File: config.mk
export PLATFORM = sky130hd
export DESIGN_NAME = nibble_bas_arbiter
export DESIGN_NICKNAME = d
export VERILOG_FILES = /design/src/rtl/nibble_bas_arbiter.sv
export SDC_FILE = /design/constraint.sdc
export NUM_CORES = 1
export LEC_CHECK = 0
export CORE_MARGIN = 2
export CORE_UTILIZATION = 49
export CTS_CLUSTER_SIZE = 20
export DETAILED_ROUTE_END_ITERATION = 7
export PLACE_DENSITY_LB_ADDON = 0.08
export SLEW_MARGIN = 20
export SYNTH_ARGS = -nofsm -noshare
export SYNTH_HDL_FRONTEND = slang
export SYNTH_SLANG_ARGS = --single-unit
File: constraint.sdc
create_clock -name clk -period 4.47 [get_ports clk]
set_input_delay 0.6705 -clock clk [delete_from_list [all_inputs] [get_ports clk]]
set_output_delay 0.6705 -clock clk [all_outputs]
set_load 0.1 [all_outputs]
File: src/rtl/nibble_bas_arbiter.sv
// nibble_bas_arbiter: round-robin arbiter sharing one 4-bit add/sub unit between two requesters.
// Define NIBBLE_BAS_SAT_EN to saturate results on signed overflow.
module nibble_bas_arbiter #(
  parameter int unsigned SETTLE = 1
) (
  input  logic       clk,
  input  logic       rst,
  input  logic       req0,
  input  logic       req1,
  input  logic       m0,
  input  logic       m1,
  input  logic [3:0] a0,
  input  logic [3:0] b0,
  input  logic [3:0] a1,
  input  logic [3:0] b1,
  output logic       gnt0,
  output logic       gnt1,
  output logic       done0,
  output logic       done1,
  output logic [3:0] res0,
  output logic [3:0] res1,
  output logic       c0,
  output logic       c1,
  output logic       v0,
  output logic       v1,
  output logic [7:0] cnt0,
  output logic [7:0] cnt1,
  output logic [3:0] bas_a,
  output logic [3:0] bas_b,
  output logic       bas_m,
  input  logic [3:0] bas_s,
  input  logic       bas_c,
  input  logic       bas_v
);
  typedef enum logic [1:0] {IDLE, ISSUE, RESP} state_t;
  state_t     state_q, state_d;
  logic [2:0] tmr_q;
  logic       own_q, last_q, m_q;
  logic [3:0] a_q, b_q, rn;
  logic [3:0] res0_q, res1_q;
  logic       c0_q, c1_q, v0_q, v1_q;
  logic [7:0] cnt0_q, cnt1_q;
  logic       win1, g0, g1, cap;
  // requester 1 wins a tie only when requester 0 was served last
  assign win1 = req1 & (~req0 | ~last_q);
  always_comb begin
    state_d = state_q;
    g0 = 1'b0;
    g1 = 1'b0;
    cap = 1'b0;
    case (state_q)
      IDLE: if (req0 | req1) begin
        g1 = win1;
        g0 = ~win1;
        state_d = ISSUE;
      end
      ISSUE: if (tmr_q == 3'd0) begin
        cap = 1'b1;
        state_d = RESP;
      end
      default: state_d = IDLE;
    endcase
  end
`ifdef NIBBLE_BAS_SAT_EN
  assign rn = bas_v ? (a_q[3] ? 4'b1000 : 4'b0111) : bas_s;
`else
  assign rn = bas_s;
`endif
  always_ff @(posedge clk or posedge rst)
    if (rst) begin
      state_q <= IDLE;
      tmr_q <= 3'd0;
      own_q <= 1'b0;
      last_q <= 1'b1;
      a_q <= 4'd0;
      b_q <= 4'd0;
      m_q <= 1'b0;
      res0_q <= 4'd0;
      res1_q <= 4'd0;
      c0_q <= 1'b0;
      c1_q <= 1'b0;
      v0_q <= 1'b0;
      v1_q <= 1'b0;
      cnt0_q <= 8'd0;
      cnt1_q <= 8'd0;
    end else begin
      state_q <= state_d;
      if (g0 | g1) begin
        own_q <= g1;
        last_q <= g1;
        a_q <= g1 ? a1 : a0;
        b_q <= g1 ? b1 : b0;
        m_q <= g1 ? m1 : m0;
        tmr_q <= 3'(SETTLE - 1);
      end else if (state_q == ISSUE) tmr_q <= tmr_q - 3'd1;
      // results land on the capture edge so they are valid alongside done
      if (cap & ~own_q) begin
        res0_q <= rn;
        c0_q <= bas_c;
        v0_q <= bas_v;
        cnt0_q <= cnt0_q + 8'd1;
      end
      if (cap & own_q) begin
        res1_q <= rn;
        c1_q <= bas_c;
        v1_q <= bas_v;
        cnt1_q <= cnt1_q + 8'd1;
      end
    end
  assign gnt0  = g0 & ~rst;
  assign gnt1  = g1 & ~rst;
  assign done0 = (state_q == RESP) & ~own_q;
  assign done1 = (state_q == RESP) & own_q;
  assign bas_a = (state_q == ISSUE) ? a_q : 4'd0;
  assign bas_b = (state_q == ISSUE) ? b_q : 4'd0;
  assign bas_m = (state_q == ISSUE) & m_q;
  assign res0  = res0_q;
  assign res1  = res1_q;
  assign c0    = c0_q;
  assign c1    = c1_q;
  assign v0    = v0_q;
  assign v1    = v1_q;
  assign cnt0  = cnt0_q;
  assign cnt1  = cnt1_q;
endmodule

Word-level counts from Yosys, hierarchy flattened
Cells that the tools add are included.
{"block": "word_totals", "register_bits": 44, "input_bits": 28, "out_inout_bits": 41, "word_cells": 58}
{"block": "classes", "addsub": 3, "n_eq_ne": 4, "mux": 16, "bitwise_logic": 16, "n_reduce_logical": 4}
{"cell": "$add 8x1->8 const B", "count": 2}
{"cell": "$mux 4", "count": 4}
{"cell": "$and 1x1->1", "count": 8}
{"cell": "$mux 1", "count": 7}
{"cell": "$mux 3", "count": 2}
{"cell": "$not 1->1", "count": 5}
{"cell": "$mux 2", "count": 2}
{"cell": "$ne 2x2->1 const B", "count": 2}
{"cell": "$pmux 2 s2", "count": 1}
{"cell": "$logic_not 3->1", "count": 1}
{"cell": "$or 1x1->1", "count": 3}
{"cell": "$sub 3x1->3 const B", "count": 1}
{"cell": "$eq 2x1->1 const B", "count": 1}
{"cell": "$eq 2x2->1 const B", "count": 1}
{"cell": "$logic_not 2->1", "count": 1}
{"cell": "$reduce_and 2->1", "count": 1}
{"cell": "$reduce_bool 2->1", "count": 1}

Longest topological paths before layout
Gate-level depths: netlist (run 1).
{"block": "logic_depth", "depth_word": 8, "ltp_mapped": 6, "mapped_depth_nobuf": 6}

Least setup slack after synthesis (run 1)
OpenSTA, ideal clock, no wires.
{"block": "synth_path", "path_type": "input to output", "startpoint": "input port req1", "endpoint": "output port gnt0", "t_arrival_ns": 3.082, "required_time_ns": 3.799, "slack_ns": 0.718, "path_stages": 3, "path_buffers": 1, "path_cell_list": "a21boi_0 buf_4 nor3_1"}
{"block": "synth_between", "elab_chain_len": 5, "word_cells_on_any_way": 6, "cone_classes": "mux (2); bitwise (4)"}
{"item": "from (decl)", "line_no": "9", "source": "input logic req1,"}
{"item": "$and 1x1->1", "line_no": "45", "source": "assign win1 = req1 & (~req0 | ~last_q);"}
{"item": "$not 1->1", "line_no": "54", "source": "g0 = ~win1;"}
{"item": "$mux 1 (*)", "line_no": "52", "source": "IDLE: if (req0 | req1) begin"}
{"item": "$mux 1 (*)", "line_no": "51", "source": "case (state_q)"}
{"item": "$and 1x1->1 (*)", "line_no": "110", "source": "assign gnt0 = g0 & ~rst;"}
{"item": "to (decl)", "line_no": "16", "source": "output logic gnt0,"}
Every way passes the cells marked *; elsewhere a longest branch is shown, timed or not.

Final worst setup path (run 1)
{"block": "layout_path", "startpoint": "register state_q[0]", "endpoint": "output port bas_a[3]"}
{"block": "layout_between", "elab_chain_len": 2}
{"item": "from (decl)", "line_no": "36", "source": "state_t state_q, state_d;"}
{"item": "from (signal assigned)", "line_no": "87", "source": "state_q <= state_d;"}
{"item": "$eq 2x1->1", "line_no": "114", "source": "assign bas_a = (state_q == ISSUE) ? a_q : 4'd0;"}
{"item": "$mux 4", "line_no": "114"}
{"item": "to (decl)", "line_no": "28", "source": "output logic [3:0] bas_a,"}
No other way between the ends.

==> flow_summary.yaml, run 1 <==
status:
  status: "finished, final reports clean"
critical_path:
  criticalPathCategory: "reg2out"
  crit_chain: "nor2b_1, and2_1, clkdlybuf4s50_1"
  critPathMaxStageDelay_ns: 1.13
  end_kind: "output pin"
  worst_setup_path_start_kind: "flip-flop"
  critPathTopFamily: "buffers and inverters"
  slowest_stage: "clkdlybuf4s50_1"
  worstPathRequired_ns: 3.80
  crit_path_max_fanout: 10
  crit_start: "state_q[0]"
  timing.rr.start: "tmr_q[0]"
  critPathArrivalTime_ns: 2.64
  cp_num_buf_inv: 1
floorplanning:
  initial_utilization: 0.509
  coreArea_mm2: 0.00403
  die_x_um: 68.7
  core.rowCount: 23
  pin_count: 69
  fp.dieH_um: 68.7
  die-area_mm2: 0.00472
clocking:
  cts_setup_buffers: 0
  cts_buffers: 5
  cts_sinks: 44
  cts_tree: "yes"
  cts_max_path_buffers: 2
  post_cts_resized: 0
  cts_root_buffer: "clkbuf_8"
  clk_latency_ns: 0.30
  cts.hold.buffers_added: 0
  h-tree-depth: 2
  clk_pin_slew_ns: 0.08
sta:
  rsz0062_at_grt: "false"
  worst_pin_slew_ns: 1.01
  fmax_ghz: 0.302
  tns_ns: 0
  finalHoldViolCount: 0
  max_slew_margin: 0.322
  fin_skew_ns: 0.00299
  post-route-min-period_ns: 3.31
  finalSetupViolCount: 0
  post-route-period-util: 0.740
  slew_violations: 0
synth:
  synth_area_leaders: "dfrtp_1 52%, mux2_2 18%, xor2_1 4.7%"
  synthArstFlopShare: 1.00
  synth-simple-area-share: 0.141
  synth-compound-area-share: 0.0323
  synth_top_area_cell: "dfrtp_1"
  syn_area_per_cell_um2: 12.7
  ys_warn_count: 0
  synth_edf_count: 0
  synth_cell_types: 33
  synth_top_family_by_area: "multiplexers"
  synth.net_count: 193
  synth_ff_type: "dfrtp_1"
  ys_seq_area_frac: 0.537
  ys_seq_elements: 44
  muxShareOfSynthArea: 0.181
  synth_cells: 161
  synth_top_area_share: 0.524
  syn_area_mm2: 0.00205
  synth-xor-area-share: 0.0598
  synthAdderAreaFrac: 0.0244
global_route:
  grt_max_degree: 45
  antenna_found_initial: 0
  groute.usage.overall: 0.209
  grt_overflow: 0
  grt_pass1_wl_mm: 7.20
  grt_pass1_vias: 1573
final_layout:
  final_common_cell: "clkdlybuf4s50_1"
  final_cell_mix: "66 x clkdlybuf4s50_1, 43 x dfrtp_1, 33 x mux2_2"
  syn_to_final_growth_pct: 42.8
  n_antenna_cell: 0
  final_cells: 285
  fillers: 290
  nets: 267
  layout-drive-gt1-share: 0.226
route:
  wl_per_cell_um: 15.3
  route.detailed.drc: 0
  routed_via_density: 5.19
  vias: 1478
  dr.pass1.iters: 4
  ant_nets: 0
  drtIter0Drc: 71
  routed_wl_mm: 4.35
hold_path:
  hp-start: "cnt0[7]"
  hp-class: "reg2reg"
place:
  dp_hpwl_mm: 3.25
  placed_cells: 278
  portBuffers: 68
  gp_congestion: 0.721
run:
  drv_cap: 0
path summary, 6_finish.rpt:
check | endpoint | slack (ns) | cells after the start
setup / recovery | bas_a[3] | 1.16 | 3
hold / removal | cnt0[7] | 0.47 | 1
setup reg to reg | res0[2] | 2.56 | 5
hold reg to reg | cnt0[7] | 0.47 | 1
max in group asynchronous | m_q | 3.23 | 3
min in group asynchronous | a_q[2] | 0.86 | 3
cell usage after synthesis (2+ instances only):
cell type	number
dfrtp_1	43
mux2_2	33
xor2_1	11
and2_1	9
nor3_1	8
inv_1	7
nand3_1	5
ha_1	4
nand2_1	3
nand2b_1	3
xnor2_1	3
a21oi_1	2
buf_4	2
nand4_1	2
nor2_1	2
nor2_2	2
nor2b_1	2
nor3b_1	2
nor4_1	2
nor4_2	2
o21ai_0	2
final cells by class:
cell class	instances	area [um2]	share of cell area
clock inverters	2	60.1	0.0205
well taps	50	62.6	0.0213
inverters	7	26.3	0.00897
clock buffers	5	68.8	0.0235
multi-input cells	106	900	0.307
flip-flops and latches	44	1100	0.376
repair buffers	71	711	0.243
sequential cells by signal (all words and copies together) (netlist names):
name	cells
v1	1
last_q	1
cnt1	8
res1	4
v0	1
a_q	4
cnt0	8
m_q	1
state_q	2
b_q	4
c0	1
own_q	1
c1	1
tmr_q	3
res0	4
kinds of logic after synthesis:
logic type | count (synthesis)
multiplexers | 33
AND/OR/NAND/NOR | 45
XOR/XNOR | 14
adder cells (fa/ha/maj) | 4
flip-flops | 44
AO/OA/AOI/OAI | 10
buffers and inverters | 11
worst reg2reg max path: cells and delay by family (launching register included):
family        cells  cell delay [ns]
simple gates      2             0.70
mux               1             0.40
flops             1             0.39
fa+ha+maj         1             0.23
buf+inv           1             0.09
layer usage:
metal	global-route usage	up-vias	wire length [um]
met3	0.0633	10	295
met4	0.0931	0	102
li1	-	708	-
met1	0.248	711	1760
met2	0.351	49	2190
met5	0	-	0
stage by stage:
step / area, um2 / setup WS, ns / hold slack, ns / utilization
floorplan: 2050 / 0.718 / 0.471 / -
global placement: 2800 / 1.54 / 0.454 / 0.695
detailed placement: 2800 / 1.50 / 0.469 / 0.695
CTS: 2930 / 1.17 / 0.480 / 0.727
global route: 2930 / 1.04 / 0.492 / 0.727
finish: 2930 / 1.16 / 0.473 / 0.727
Power of run 1 is not shown: default switching activity piles up to over one toggle a cycle in this logic, so the estimate is an artifact.
==> run 2, diff against run 1 <==
--- a/config.mk
+++ b/config.mk
@@ -6,7 +6,7 @@
 export NUM_CORES = 1
 export LEC_CHECK = 0
 export CORE_MARGIN = 2
-export CORE_UTILIZATION = 49
+export CORE_UTILIZATION = 45
 export CTS_CLUSTER_SIZE = 20
 export DETAILED_ROUTE_END_ITERATION = 7
 export PLACE_DENSITY_LB_ADDON = 0.08
==> constraint.sdc (replaced) <==
create_clock -name clk -period 3.45 [get_ports clk]
set_input_delay 0.5175 -clock clk [delete_from_list [all_inputs] [get_ports clk]]
set_output_delay 0.5175 -clock clk [all_outputs]
set_load 0.1 [all_outputs]
==> flow_summary.yaml, run 2 (synthesis gave the netlist of run 1 again) <==
sta:
  max_slew_margin: 0.335
  post-route-min-period_ns: 2.44
  fin_skew_ns: 0.00340
  finalHoldViolCount: 0
  worst_pin_slew_ns: 0.994
  slew_violations: 0
  rsz0062_at_grt: "false"
  post-route-period-util: 0.708
  finalSetupViolCount: 0
  fmax_ghz: 0.410
  tns_ns: 0
critical_path:
  worst_setup_path_start_kind: "flip-flop"
  crit_chain: "nor2b_1, and2_1, buf_4"
  end_kind: "output pin"
  crit_start: "state_q[0]"
  critPathMaxStageDelay_ns: 0.57
  critPathArrivalTime_ns: 1.92
  cp_num_buf_inv: 1
  criticalPathCategory: "reg2out"
  slowest_stage: "nor2b_1"
  timing.rr.start: "tmr_q[1]"
  critPathTopFamily: "simple AND/OR/NAND/NOR gates"
  worstPathRequired_ns: 2.93
  crit_path_max_fanout: 10
place:
  gp_congestion: 0.866
  dp_hpwl_mm: 3.16
  portBuffers: 68
global_route:
  groute.usage.overall: 0.184
  antenna_found_initial: 0
  grt_max_degree: 45
  grt_pass1_wl_mm: 7.27
  grt_overflow: 0
  grt_pass1_vias: 1577
route:
  wl_per_cell_um: 14.8
  dr.pass1.iters: 4
  vias: 1512
  routed_via_density: 5.25
  route.detailed.drc: 0
  drtIter0Drc: 63
  ant_nets: 0
  routed_wl_mm: 4.28
run:
  drv_cap: 0
final_layout:
  final_cell_mix: "55 x clkdlybuf4s50_1, 43 x dfrtp_1, 33 x mux2_2"
  final_common_cell: "clkdlybuf4s50_1"
  syn_to_final_growth_pct: 41.4
  n_antenna_cell: 0
  multi_input_area_um2: 910
  fillers: 336
  nets: 267
  seq_area_mm2: 0.00110
  layout-drive-gt1-share: 0.288
hold_path:
  hp-class: "reg2reg"
  hp-start: "cnt1[7]"
floorplanning:
  die_x_um: 71.5
  die-area_mm2: 0.00512
  coreArea_mm2: 0.00438
  initial_utilization: 0.468
  fp.dieH_um: 71.5
  pin_count: 69
  core.rowCount: 24
clocking:
  clk_pin_slew_ns: 0.08
  cts_buffers: 5
  h-tree-depth: 2
  cts_tree: "yes"
  post_cts_resized: 0
  cts_setup_buffers: 0
  cts_sinks: 44
  cts_max_path_buffers: 2
  cts.hold.buffers_added: 0
  clk_latency_ns: 0.30
  cts_root_buffer: "clkbuf_8"
status:
  status: "finished, final reports clean"
run 2: through the flow:
stage	instance area (um2)	hold slack, ns	worst slack (ns)	cells	utilization
finish	2900	0.475	1.01	288	0.662
global route	2900	0.500	0.892	288	0.662
CTS	2900	0.475	0.992	288	0.662
detailed placement	2790	0.464	1.10	280	0.636
global placement	2790	0.456	1.11	280	0.636
floorplan	2060	0.471	0.217	161	-
run 2: worst reg2reg max path, cell delays in order (launching register included):
cell and delay [ns]:
dfrtp_1 0.40, inv_1 0.08, ha_1 0.21, nand4bb_4 0.26, nor2_2 0.45, mux2_2 0.40
run 2: area by class of cell:
type                            count  area share
Multi-Input combinational cell    106       0.313
Clock buffer                        5      0.0237
Timing Repair Buffer               71       0.235
Tap cell                           52      0.0224
Sequential cell                    44       0.380
Inverter                            7     0.00906
Clock inverter                      3      0.0160
run 2: routing by layer:
layer  routed length [um]  track usage  vias to the layer above
met4                   83       0.0692                        0
met2                 2110        0.308                       51
li1                     -            -                      704
met1                 1780        0.220                      750
met3                  294       0.0633                        7
met5                    0            0                        -
run 2: path summary, 6_finish.rpt:
| check | slack, ns | cells after the start | endpoint |
|---|---|---|---|
| worst max-delay path | 1.01 | 3 | bas_b[2] |
| worst min-delay path | 0.47 | 1 | cnt1[7] |
| worst max register to register | 1.55 | 5 | c0 |
| worst min register to register | 0.47 | 1 | cnt1[7] |
| max in group asynchronous | 2.32 | 3 | last_q |
| min in group asynchronous | 0.75 | 3 | b_q[2] |
Power of run 2 is left out for the same reason.
